--- src/rtl/branch_pkg.sv ---
// Shared types for the branch resolve controller: FSM states, predictor update record, ROB age helper.
package branch_pkg;

    localparam int BR_ADDR_W    = 32;
    localparam int BR_ROB_W_MAX = 8;

    typedef enum logic [1:0] {
        IDLE,
        REDIRECT,
        RECOVER
    } brc_state_e;

    typedef struct packed {
        logic [BR_ADDR_W-1:0] pc;
        logic [BR_ADDR_W-1:0] target;
        logic                 taken;
        logic                 is_jump;
    } br_update_t;

    // Distance from the ROB head, modulo the ROB depth; smaller means older.
    function automatic logic [BR_ROB_W_MAX-1:0] rob_age(
        input logic [BR_ROB_W_MAX-1:0] idx,
        input logic [BR_ROB_W_MAX-1:0] head,
        input int unsigned             width
    );
        logic [BR_ROB_W_MAX-1:0] mask;
        mask = BR_ROB_W_MAX'((1 << width) - 1);
        return (idx - head) & mask;
    endfunction

endpackage

--- src/rtl/branch_update_fifo.sv ---
// Predictor-update FIFO: power-of-2 depth, valid/ready head, registered occupancy count.
module branch_update_fifo
    import branch_pkg::*;
#(
    parameter int DEPTH = 4,
    parameter int CNT_W = $clog2(DEPTH) + 1
) (
    input  logic             clk,
    input  logic             rst,
    input  logic             push,
    input  br_update_t       push_data,
    output logic             out_valid,
    input  logic             out_ready,
    output br_update_t       out_data,
    output logic [CNT_W-1:0] count
);

    localparam int PTR_W = $clog2(DEPTH);

    br_update_t       mem [DEPTH];
    logic [PTR_W-1:0] wr_ptr;
    logic [PTR_W-1:0] rd_ptr;
    logic             do_push;
    logic             do_pop;

    assign out_valid = (count != '0);
    assign out_data  = mem[rd_ptr];
    assign do_pop    = out_valid && out_ready;
    assign do_push   = push && (count < CNT_W'(DEPTH));

    always_ff @(posedge clk or posedge rst) begin
        if (rst) begin
            wr_ptr <= '0;
            rd_ptr <= '0;
            count  <= '0;
        end else begin
            if (do_push) wr_ptr <= wr_ptr + PTR_W'(1);
            if (do_pop)  rd_ptr <= rd_ptr + PTR_W'(1);
            case ({do_push, do_pop})
                2'b10:   count <= count + CNT_W'(1);
                2'b01:   count <= count - CNT_W'(1);
                default: count <= count;
            endcase
        end
    end

    // Payload storage carries no reset; validity comes from count.
    always_ff @(posedge clk) begin
        if (do_push) mem[wr_ptr] <= push_data;
    end

endmodule

--- src/rtl/branch_resolve_ctrl.sv ---
// Branch resolve controller: oldest-mispredict redirect/flush sequencing plus predictor update buffering.
// Optional perf counters are built when BRANCH_STATS_EN is defined.
//   state    | meaning
//   IDLE     | no recovery in progress
//   REDIRECT | redirect to fetch pending handshake
//   RECOVER  | post-flush window, wrong-path results dropped
module branch_resolve_ctrl
    import branch_pkg::*;
#(
    parameter int ADDR_WIDTH     = 32,
    parameter int ROB_IDX_W      = 5,
    parameter int UPD_DEPTH      = 4,
    parameter int RECOVER_CYCLES = 2
) (
    input  logic                  clk,
    input  logic                  rst,
    input  logic                  br_valid,
    output logic                  br_ready,
    input  logic [ROB_IDX_W-1:0]  br_rob_idx,
    input  logic [ADDR_WIDTH-1:0] br_pc,
    input  logic                  br_mispredict,
    input  logic                  br_actual_taken,
    input  logic [ADDR_WIDTH-1:0] br_actual_target,
    input  logic                  br_is_jump,
    input  logic [ROB_IDX_W-1:0]  rob_head_idx,
    output logic                  redirect_valid,
    input  logic                  redirect_ready,
    output logic [ADDR_WIDTH-1:0] redirect_pc,
    output logic                  flush_valid,
    output logic [ROB_IDX_W-1:0]  flush_rob_idx,
    output logic                  upd_valid,
    input  logic                  upd_ready,
    output logic [ADDR_WIDTH-1:0] upd_pc,
    output logic [ADDR_WIDTH-1:0] upd_target,
    output logic                  upd_taken,
    output logic                  upd_is_jump,
    output logic [31:0]           stat_branches,
    output logic [31:0]           stat_mispredicts
);

    localparam int CNT_W = $clog2(UPD_DEPTH) + 1;
    localparam int RC_W  = $clog2(RECOVER_CYCLES + 1);

    brc_state_e              state_q, state_d;
    logic [ROB_IDX_W-1:0]    pend_idx_q, pend_idx_d;
    logic [ADDR_WIDTH-1:0]   pend_pc_q, pend_pc_d;
    logic [ROB_IDX_W-1:0]    flush_idx_q, flush_idx_d;
    logic                    flush_q, flush_d;
    logic [RC_W-1:0]         rec_cnt_q, rec_cnt_d;
    logic [CNT_W-1:0]        fifo_count;
    br_update_t              upd_in, upd_head;
    logic                    accept, drop, keep, take_mp, handshake;
    logic [BR_ROB_W_MAX-1:0] age_br, age_pend, age_flush;

    assign br_ready  = (fifo_count < CNT_W'(UPD_DEPTH));
    assign accept    = br_valid && br_ready;

    assign age_br    = rob_age(BR_ROB_W_MAX'(br_rob_idx),  BR_ROB_W_MAX'(rob_head_idx), ROB_IDX_W);
    assign age_pend  = rob_age(BR_ROB_W_MAX'(pend_idx_q),  BR_ROB_W_MAX'(rob_head_idx), ROB_IDX_W);
    assign age_flush = rob_age(BR_ROB_W_MAX'(flush_idx_q), BR_ROB_W_MAX'(rob_head_idx), ROB_IDX_W);

    // Anything not strictly older than the branch being recovered is on the wrong path.
    assign drop    = ((state_q != IDLE) && (age_br >= age_pend)) ||
                     ((state_q == RECOVER) && (age_br >= age_flush));
    assign keep    = accept && !drop;
    assign take_mp = keep && br_mispredict;

    assign redirect_valid = (state_q == REDIRECT);
    assign redirect_pc    = redirect_valid ? pend_pc_q : '0;
    assign handshake      = redirect_valid && redirect_ready;
    assign flush_valid    = flush_q;
    assign flush_rob_idx  = flush_idx_q;

    assign upd_in.pc      = BR_ADDR_W'(br_pc);
    assign upd_in.target  = BR_ADDR_W'(br_actual_target);
    assign upd_in.taken   = br_actual_taken;
    assign upd_in.is_jump = br_is_jump;

    branch_update_fifo #(
        .DEPTH (UPD_DEPTH),
        .CNT_W (CNT_W)
    ) u_fifo (
        .clk       (clk),
        .rst       (rst),
        .push      (keep),
        .push_data (upd_in),
        .out_valid (upd_valid),
        .out_ready (upd_ready),
        .out_data  (upd_head),
        .count     (fifo_count)
    );

    assign upd_pc      = ADDR_WIDTH'(upd_head.pc);
    assign upd_target  = ADDR_WIDTH'(upd_head.target);
    assign upd_taken   = upd_head.taken;
    assign upd_is_jump = upd_head.is_jump;

    always_comb begin
        state_d     = state_q;
        pend_idx_d  = pend_idx_q;
        pend_pc_d   = pend_pc_q;
        flush_idx_d = flush_idx_q;
        flush_d     = 1'b0;
        rec_cnt_d   = rec_cnt_q;
        case (state_q)
            IDLE: ;
            REDIRECT: begin
                if (handshake) begin
                    flush_d     = 1'b1;
                    flush_idx_d = pend_idx_q;
                    rec_cnt_d   = RC_W'(RECOVER_CYCLES);
                    state_d     = RECOVER;
                end
            end
            RECOVER: begin
                rec_cnt_d = rec_cnt_q - RC_W'(1);
                if (rec_cnt_q == RC_W'(1)) state_d = IDLE;
            end
            default: state_d = IDLE;
        endcase
        // A surviving mispredict is by construction older than any pending one, so it always wins.
        if (take_mp) begin
            pend_idx_d = br_rob_idx;
            pend_pc_d  = br_actual_target;
            state_d    = REDIRECT;
        end
    end

    always_ff @(posedge clk or posedge rst) begin
        if (rst) begin
            state_q     <= IDLE;
            pend_idx_q  <= '0;
            pend_pc_q   <= '0;
            flush_idx_q <= '0;
            flush_q     <= 1'b0;
            rec_cnt_q   <= '0;
        end else begin
            state_q     <= state_d;
            pend_idx_q  <= pend_idx_d;
            pend_pc_q   <= pend_pc_d;
            flush_idx_q <= flush_idx_d;
            flush_q     <= flush_d;
            rec_cnt_q   <= rec_cnt_d;
        end
    end

`ifdef BRANCH_STATS_EN
    logic [31:0] stat_br_q;
    logic [31:0] stat_mp_q;

    always_ff @(posedge clk or posedge rst) begin
        if (rst) begin
            stat_br_q <= '0;
            stat_mp_q <= '0;
        end else begin
            if (keep)    stat_br_q <= stat_br_q + 32'd1;
            if (take_mp) stat_mp_q <= stat_mp_q + 32'd1;
        end
    end

    assign stat_branches    = stat_br_q;
    assign stat_mispredicts = stat_mp_q;
`else
    assign stat_branches    = '0;
    assign stat_mispredicts = '0;
`endif

endmodule

--- config.mk ---
export PLATFORM = sky130hd
export DESIGN_NAME = branch_resolve_ctrl
export DESIGN_NICKNAME = d
export VERILOG_FILES = /design/src/rtl/branch_pkg.sv /design/src/rtl/branch_update_fifo.sv /design/src/rtl/branch_resolve_ctrl.sv
export SDC_FILE = /design/constraint.sdc
export NUM_CORES = 1
export LEC_CHECK = 0
export ABC_AREA = 1
export BUFFER_PORTS_ARGS = -buffer_cell sky130_fd_sc_hd__buf_4
export CAP_MARGIN = 25
export CORE_MARGIN = 2
export CORE_UTILIZATION = 50
export DETAILED_ROUTE_END_ITERATION = 6
export PLACE_DENSITY_LB_ADDON = 0.25
export SYNTH_ARGS = -nofsm -noshare
export SYNTH_HDL_FRONTEND = slang
export SYNTH_SLANG_ARGS = --single-unit
--- constraint.sdc ---
create_clock -name clk -period 5.4 [get_ports clk]
set_clock_uncertainty 0.05 [all_clocks]
set_input_delay 0 -clock clk [delete_from_list [all_inputs] [get_ports clk]]
set_output_delay 0 -clock clk [all_outputs]
set_load 0.02 [all_outputs]
==> Word level (Yosys, flattened, before mapping) <==
Memory sizes are Yosys's and may differ from the RTL's.
Cells that the tools add are included.
{ "totals": {"reg_bits": 54, "latchBits": 0, "ramBits": 264, "rom_bits": 0, "in_bits": 82, "elab_cells": 59, "memories": 1} }
{ "memory_table": {"columns": ["name", "words", "word_bits", "rd", "rd_ports_with_merged_regs", "write_ports", "line", "text"], "rows": [
  ["u_fifo.mem", 4, 66, 1, 0, 1, "branch_update_fifo.sv:20", "br_update_t mem [DEPTH];"]
]} }
{ "classes": {"add_sub_neg": 8, "mul": 0, "div_mod_pow": 0, "magnitude_cmp": 3, "eq_ne": 9, "shift": 0, "muxes": 11, "bitwise": 0, "n_reduce_logical": 18} }
{ "ops": {"columns": ["operator", "n"], "rows": [
  ["32-bit two-way mux", 1],
  ["5-bit subtractor", 3],
  ["5-bit >= comparator", 2],
  ["1-bit logical AND", 8],
  ["2-bit by 1-bit == test with 1-bit output (second input constant)", 3],
  ["2-bit two-way mux", 3],
  ["2-bit case mux with 3 select lines", 1],
  ["3-bit case mux with 2 select lines", 1],
  ["2-bit nonzero test", 3],
  ["2-bit by 1-bit adder with 2-bit output (second input constant)", 2],
  ["2-bit == test (second input constant)", 2],
  ["1-bit two-way mux", 4],
  ["2-bit case mux with 2 select lines", 1],
  ["2-bit AND reduction", 2],
  ["3-bit by 1-bit adder with 3-bit output (second input constant)", 1],
  ["3-bit less-than comparator (second input constant)", 1],
  ["3-bit by 1-bit inequality test with 1-bit output (second input constant)", 1],
  ["3-bit by 2-bit inequality test with 1-bit output (second input constant)", 1],
  ["3-bit AND reduction", 1],
  ["3-bit nonzero test", 1],
  ["3-bit by 1-bit subtractor with 3-bit output (second input constant)", 1],
  ["2-bit zero test", 1],
  ["2-bit by 1-bit inequality test with 1-bit output (second input constant)", 1],
  ["2-bit inequality test (second input constant)", 1],
  ["other kinds (3)", 3]
]} }

==> Longest topological paths before layout <==
{ "depth": {"ltp_word": 9, "mapped_depth": 21, "mapped_depth_nobuf": 20} }

==> By module <==
Synthesis repeated with hierarchy kept, for this count alone.
{ "hier_totals": {"cells_unflattened": 1297, "hier_area_um2": 14597.8} }
{ "by_module_without_submodules": {"columns": ["module", "instances", "cells_each", "area_per_inst_um2", "seq_area_each_um2"], "rows": [
  ["branch_update_fifo", 1, 827, 11073.1, 8102.8],
  ["branch_resolve_ctrl", 1, 470, 3524.6, 1176.1]
]} }

==> Worst setup path after synthesis <==
Ideal clock, no wire load.
{ "synth_path": {"path_type": "register to register", "from": "register flush_idx_q[0] (netlist: flush_rob_idx[0])", "to": "memory u_fifo.mem[0][0] (netlist name) (enable)", "arrival_ps": 5144, "path_slack_ps": -285, "stages_incl_launch_ff": 14, "n_path_buf": 1, "period_less_slack_ps": 5685, "cell_sequence": "dfrtp_1 -> inv_1 -> ha_1 -> fa_1 -> xor2_1 -> ha_1 -> a21oi_1 -> a21oi_1 -> nor2_1 -> nand2_1 -> a21oi_2 -> buf_4 -> nand2_2 -> nor2_1"} }
{ "synth_between": {"elab_chain_cells": 9} }
{ "synth_rtl": {"columns": ["element", "line", "text"], "rows": [
  ["start: declaration", "branch_resolve_ctrl.sv:47", "logic [ROB_IDX_W-1:0] flush_idx_q, flush_idx_d;"],
  ["start signal: assignment", "branch_resolve_ctrl.sv:141", "flush_idx_q <= flush_idx_d;"],
  ["5-bit subtractor", "branch_pkg.sv:28", "return (idx - head) & mask;"],
  ["5-bit >= comparator", "branch_resolve_ctrl.sv:64", "((state_q == RECOVER) && (age_br >= age_flush));"],
  ["1-bit logical AND", "branch_resolve_ctrl.sv:64", null],
  ["1-bit logical OR", "branch_resolve_ctrl.sv:63", "assign drop = ((state_q != IDLE) && (age_br >= age_pend)) ||"],
  ["1-bit zero test", "branch_resolve_ctrl.sv:65", "assign keep = accept && !drop;"],
  ["1-bit logical AND", "branch_resolve_ctrl.sv:65", null],
  ["1-bit logical AND", "branch_update_fifo.sv:29", "assign do_push = push && (count < CNT_W'(DEPTH));"],
  ["1-bit two-way mux", "branch_update_fifo.sv:49", "if (do_push) mem[wr_ptr] <= push_data;"],
  ["1-bit two-way mux (not written as such)", "branch_update_fifo.sv:49", null],
  ["end: declaration", "branch_update_fifo.sv:20", null]
]} }
No other way between the ends.

==> Worst setup path in the final report <==
{ "layout_path": {"from": "register flush_idx_q[0] (netlist: flush_rob_idx[0])", "to": "memory u_fifo.mem[0][42] (netlist name) (enable)"} }
Same word-level chain as after synthesis.

==> impl_metrics.tcl <==
set metrics [dict create \
    cp.required_ns 5.52 \
    layout_common_cells "edfxtp_1 (264), buf_4 (195), nor2_1 (176)" \
    root_buffer "clkbuf_16" \
    rsz0062_at_grt "false" \
    num_vias 9223 \
    cp-start-kind "register" \
    timing.rr.end "u_fifo.mem[0][42]" \
    dpl.hpwl_mm 18.0 \
    p_switching_uw 3580 \
    final.period_utilization 0.702 \
    synth_cell_type_count 28 \
    drive_above_1_share 0.190 \
    timing.hold.worst.start "br_valid" \
    netlist_area_um2 13500 \
    grt_first_pass_wirelength_mm 48.1 \
    hold_depth 6 \
    max_stage_delay_ns 0.65 \
    slowest_stage "nor2_4" \
    cp_num_buf_inv 2 \
    grt-ovfl-total 0 \
    cts.clk_slew.worst_paths_ns 0.07 \
    cp_top_family "simple AND/OR/NAND/NOR gates" \
    dieHeight_um 168 \
    pwr-share-comb 0.391 \
    start_util 0.506 \
    yosysWarnings 0 \
    grt_util_all_layers 0.215 \
    period_needed_ns 3.79 \
    ys_seq_area_frac 0.686 \
    status "complete, no violations" \
    die_area_um2 28400 \
    worstHoldPathType "in2reg" \
    wire_per_inst_um 17.4 \
    postCtsSetupBuffers 0 \
    drv_cap 0 \
    endpoint_kind "register" \
    vias_per_cell 5.19 \
    ant_nets 0 \
    die_w_um 168 \
    grt_max_degree 73 \
    wirelength_mm 30.8 \
    post-route-util 0.637 \
    ys_ff_latch 318 \
    clockBufferDepth 3 \
    slew_headroom 0.474 \
    syn_to_final_growth_pct 25.8 \
    io_buffer_count 188 \
    place.gp.congestion 0.841 \
    finalSetupViolations 0 \
    clock_sinks 318 \
    cts_tree "built" \
    h-tree-depth 2 \
    power_density_nw_per_um2 559 \
    syn_inst 1157 \
    core_um2 26700 \
    hold_slack_ns 0.170 \
    avgSynthCellArea_um2 11.7 \
    worstPathMaxFanout 44 \
    worstRegToRegCells 13 \
    grt_pass1_vias 8888 \
    peakVddDrop_uv 317 \
    cp.arrival_ns 3.91 \
    fin_area_um2 17000 \
    path_class "reg2reg" \
    r2r_setup_slack_ns 1.61 \
    nFillCells 2007 \
    p_leak_uw 0.00687 \
    drt_iter0_markers 881 \
    drcViolationCount 0 \
    worstMarginPinSlew_ns 0.787 \
    hold_viol_final 0 \
    crit_chain "inv_1 -> ha_1 -> fa_1 -> xor2_1 -> ha_1 -> a21oi_1 -> a21oi_1 -> nor2_1 -> nand2_1 -> a21oi_4 -> nand2_2 -> nor2_4 -> buf_12" \
    insertion_delay_ns 0.50 \
    cts_made_buffers 34 \
    power_uw 9520 \
    p_clk_frac 0.251 \
    antenna_found_initial 1 \
    swShare 0.376 \
    maxSlewViolCount 0 \
    fin_nets 1518 \
    post_dp_cell_area_um2 15100 \
    max_freq_mhz 264 \
    row_count 60 \
    final_common_cell "edfxtp_1" \
    holdPathEnd "u_fifo.wr_ptr[0]" \
    r2r-start "flush_rob_idx[0]" \
    p_int_uw 5940 \
    num_io_pins 253 \
    first_pass_iters 5 \
    p_seq_frac 0.358 \
]
state kept, by name (all words and copies together) (netlist names):
signal / flops
flush_rob_idx: 5
flush_valid: 1
pend_idx_q: 5
pend_pc_q: 32
rec_cnt_q: 2
state_q: 2
u_fifo.count: 3
u_fifo.mem: 264
u_fifo.rd_ptr: 2
u_fifo.wr_ptr: 2
synth_stat cells:
| cell | instances | share of area |
|---|---|---|
| nor2_1 | 180 | 0.050 |
| o22ai_1 | 66 | 0.031 |
| nand4_1 | 37 | 0.017 |
| a21oi_1 | 9 | 0.0033 |
| buf_4 | 65 | 0.036 |
| nand2_1 | 147 | 0.041 |
| clkbuf_1 | 48 | 0.013 |
| or2_1 | 2 | 0.00093 |
| xor2_1 | 6 | 0.0039 |
| nand2_2 | 2 | 0.00093 |
| inv_1 | 70 | 0.019 |
| nand3b_1 | 2 | 0.0011 |
| ha_1 | 24 | 0.022 |
| o21ai_1 | 1 | 0.00037 |
| inv_2 | 3 | 0.00083 |
| nand3_1 | 10 | 0.0037 |
| nand4_2 | 1 | 0.00093 |
| o21ai_0 | 141 | 0.052 |
| buf_2 | 10 | 0.0037 |
| fa_1 | 4 | 0.0059 |
| dfrtp_1 | 54 | 0.10 |
| xnor2_1 | 3 | 0.0019 |
| o21bai_1 | 1 | 0.00056 |
| edfxtp_1 | 264 | 0.59 |
| buf_6 | 2 | 0.0017 |
| a21oi_2 | 2 | 0.0013 |
| conb_1 | 1 | 0.00028 |
| buf_1 | 2 | 0.00056 |
timing repair:
action / 4_1_cts / 5_1_grt
resized for setup: 0 / 0
hold buffers: 78 / 0
endpoints found under the setup margin: 0 / 0
endpoints found under the hold margin: 360 / 0
per-layer routing:
metal	up-vias	share of wire	track usage
li1	4422	-	-
met5	-	0	0
met4	0	0.014	0.0566
met3	32	0.066	0.0374
met1	4421	0.43	0.299
met2	348	0.49	0.354
layout make-up:
type	count	area, um2	share of cell area
tap	341	427	0.0251
clock inverter	22	287	0.0168
inverter	73	277	0.0163
multi-input combinational	702	3490	0.205
timing repair buffer	279	2370	0.139
clock buffer	40	873	0.0513
sequential	318	9280	0.546
antenna	1	2.50	0.000147
worst min-delay path: cells and delay by family:
kind,cells,cell delay [ns]
AO/OA/AOI/OAI,1,0.05
buffers and inverters,1,0.11
AND/OR/NAND/NOR,4,0.52
stage by stage:
step / cells / TNS, ns / setup WS [ns]
after floorplan: 1220 / -75.15 / -0.285
after global placement: 1633 / 0 / 1.68
after detailed placement: 1635 / 0 / 1.60
after CTS: 1775 / 0 / 1.58
after global routing: 1776 / 0 / 1.40
final: 1776 / 0 / 1.61
logic make-up (layout without fill, tap and decap cells):
family,Yosys count,in the layout,share of synthesized area
other,1,65,0.000277
and+or+nand+nor,381,381,0.116
AOI/OAI and AO/OA,220,220,0.0883
buffers and inverters,200,414,0.0756
xor gates and xnor gates,9,9,0.00583
adders and majority gates,28,28,0.0281
DFF,318,318,0.686
power by group through the flow:
stage	Combinational, uW	Clock (uW)	Sequential [uW]
floorplan	2360	0	3390
global placement	3610	0	3440
detailed placement	3690	0	3450
CTS	3760	2430	3400
global route	4090	2530	3450
finish	3720	2390	3410
how the worst max path moves through the flow:
stage          cells after the start        startpoint  slack [ns]                end
2_1_floorplan                     13  flush_rob_idx[0]       -0.28   u_fifo.mem[0][0]
3_3_place_gp                      13  flush_rob_idx[0]        1.68  u_fifo.mem[0][37]
3_5_place_dp                      13  flush_rob_idx[0]        1.60  u_fifo.mem[0][27]
4_1_cts                           13  flush_rob_idx[0]        1.58  u_fifo.mem[0][18]
5_1_grt                           13  flush_rob_idx[0]        1.40  u_fifo.mem[0][31]
6_report                          13  flush_rob_idx[0]        1.61  u_fifo.mem[0][42]
Power figures use the tool's default switching activity.
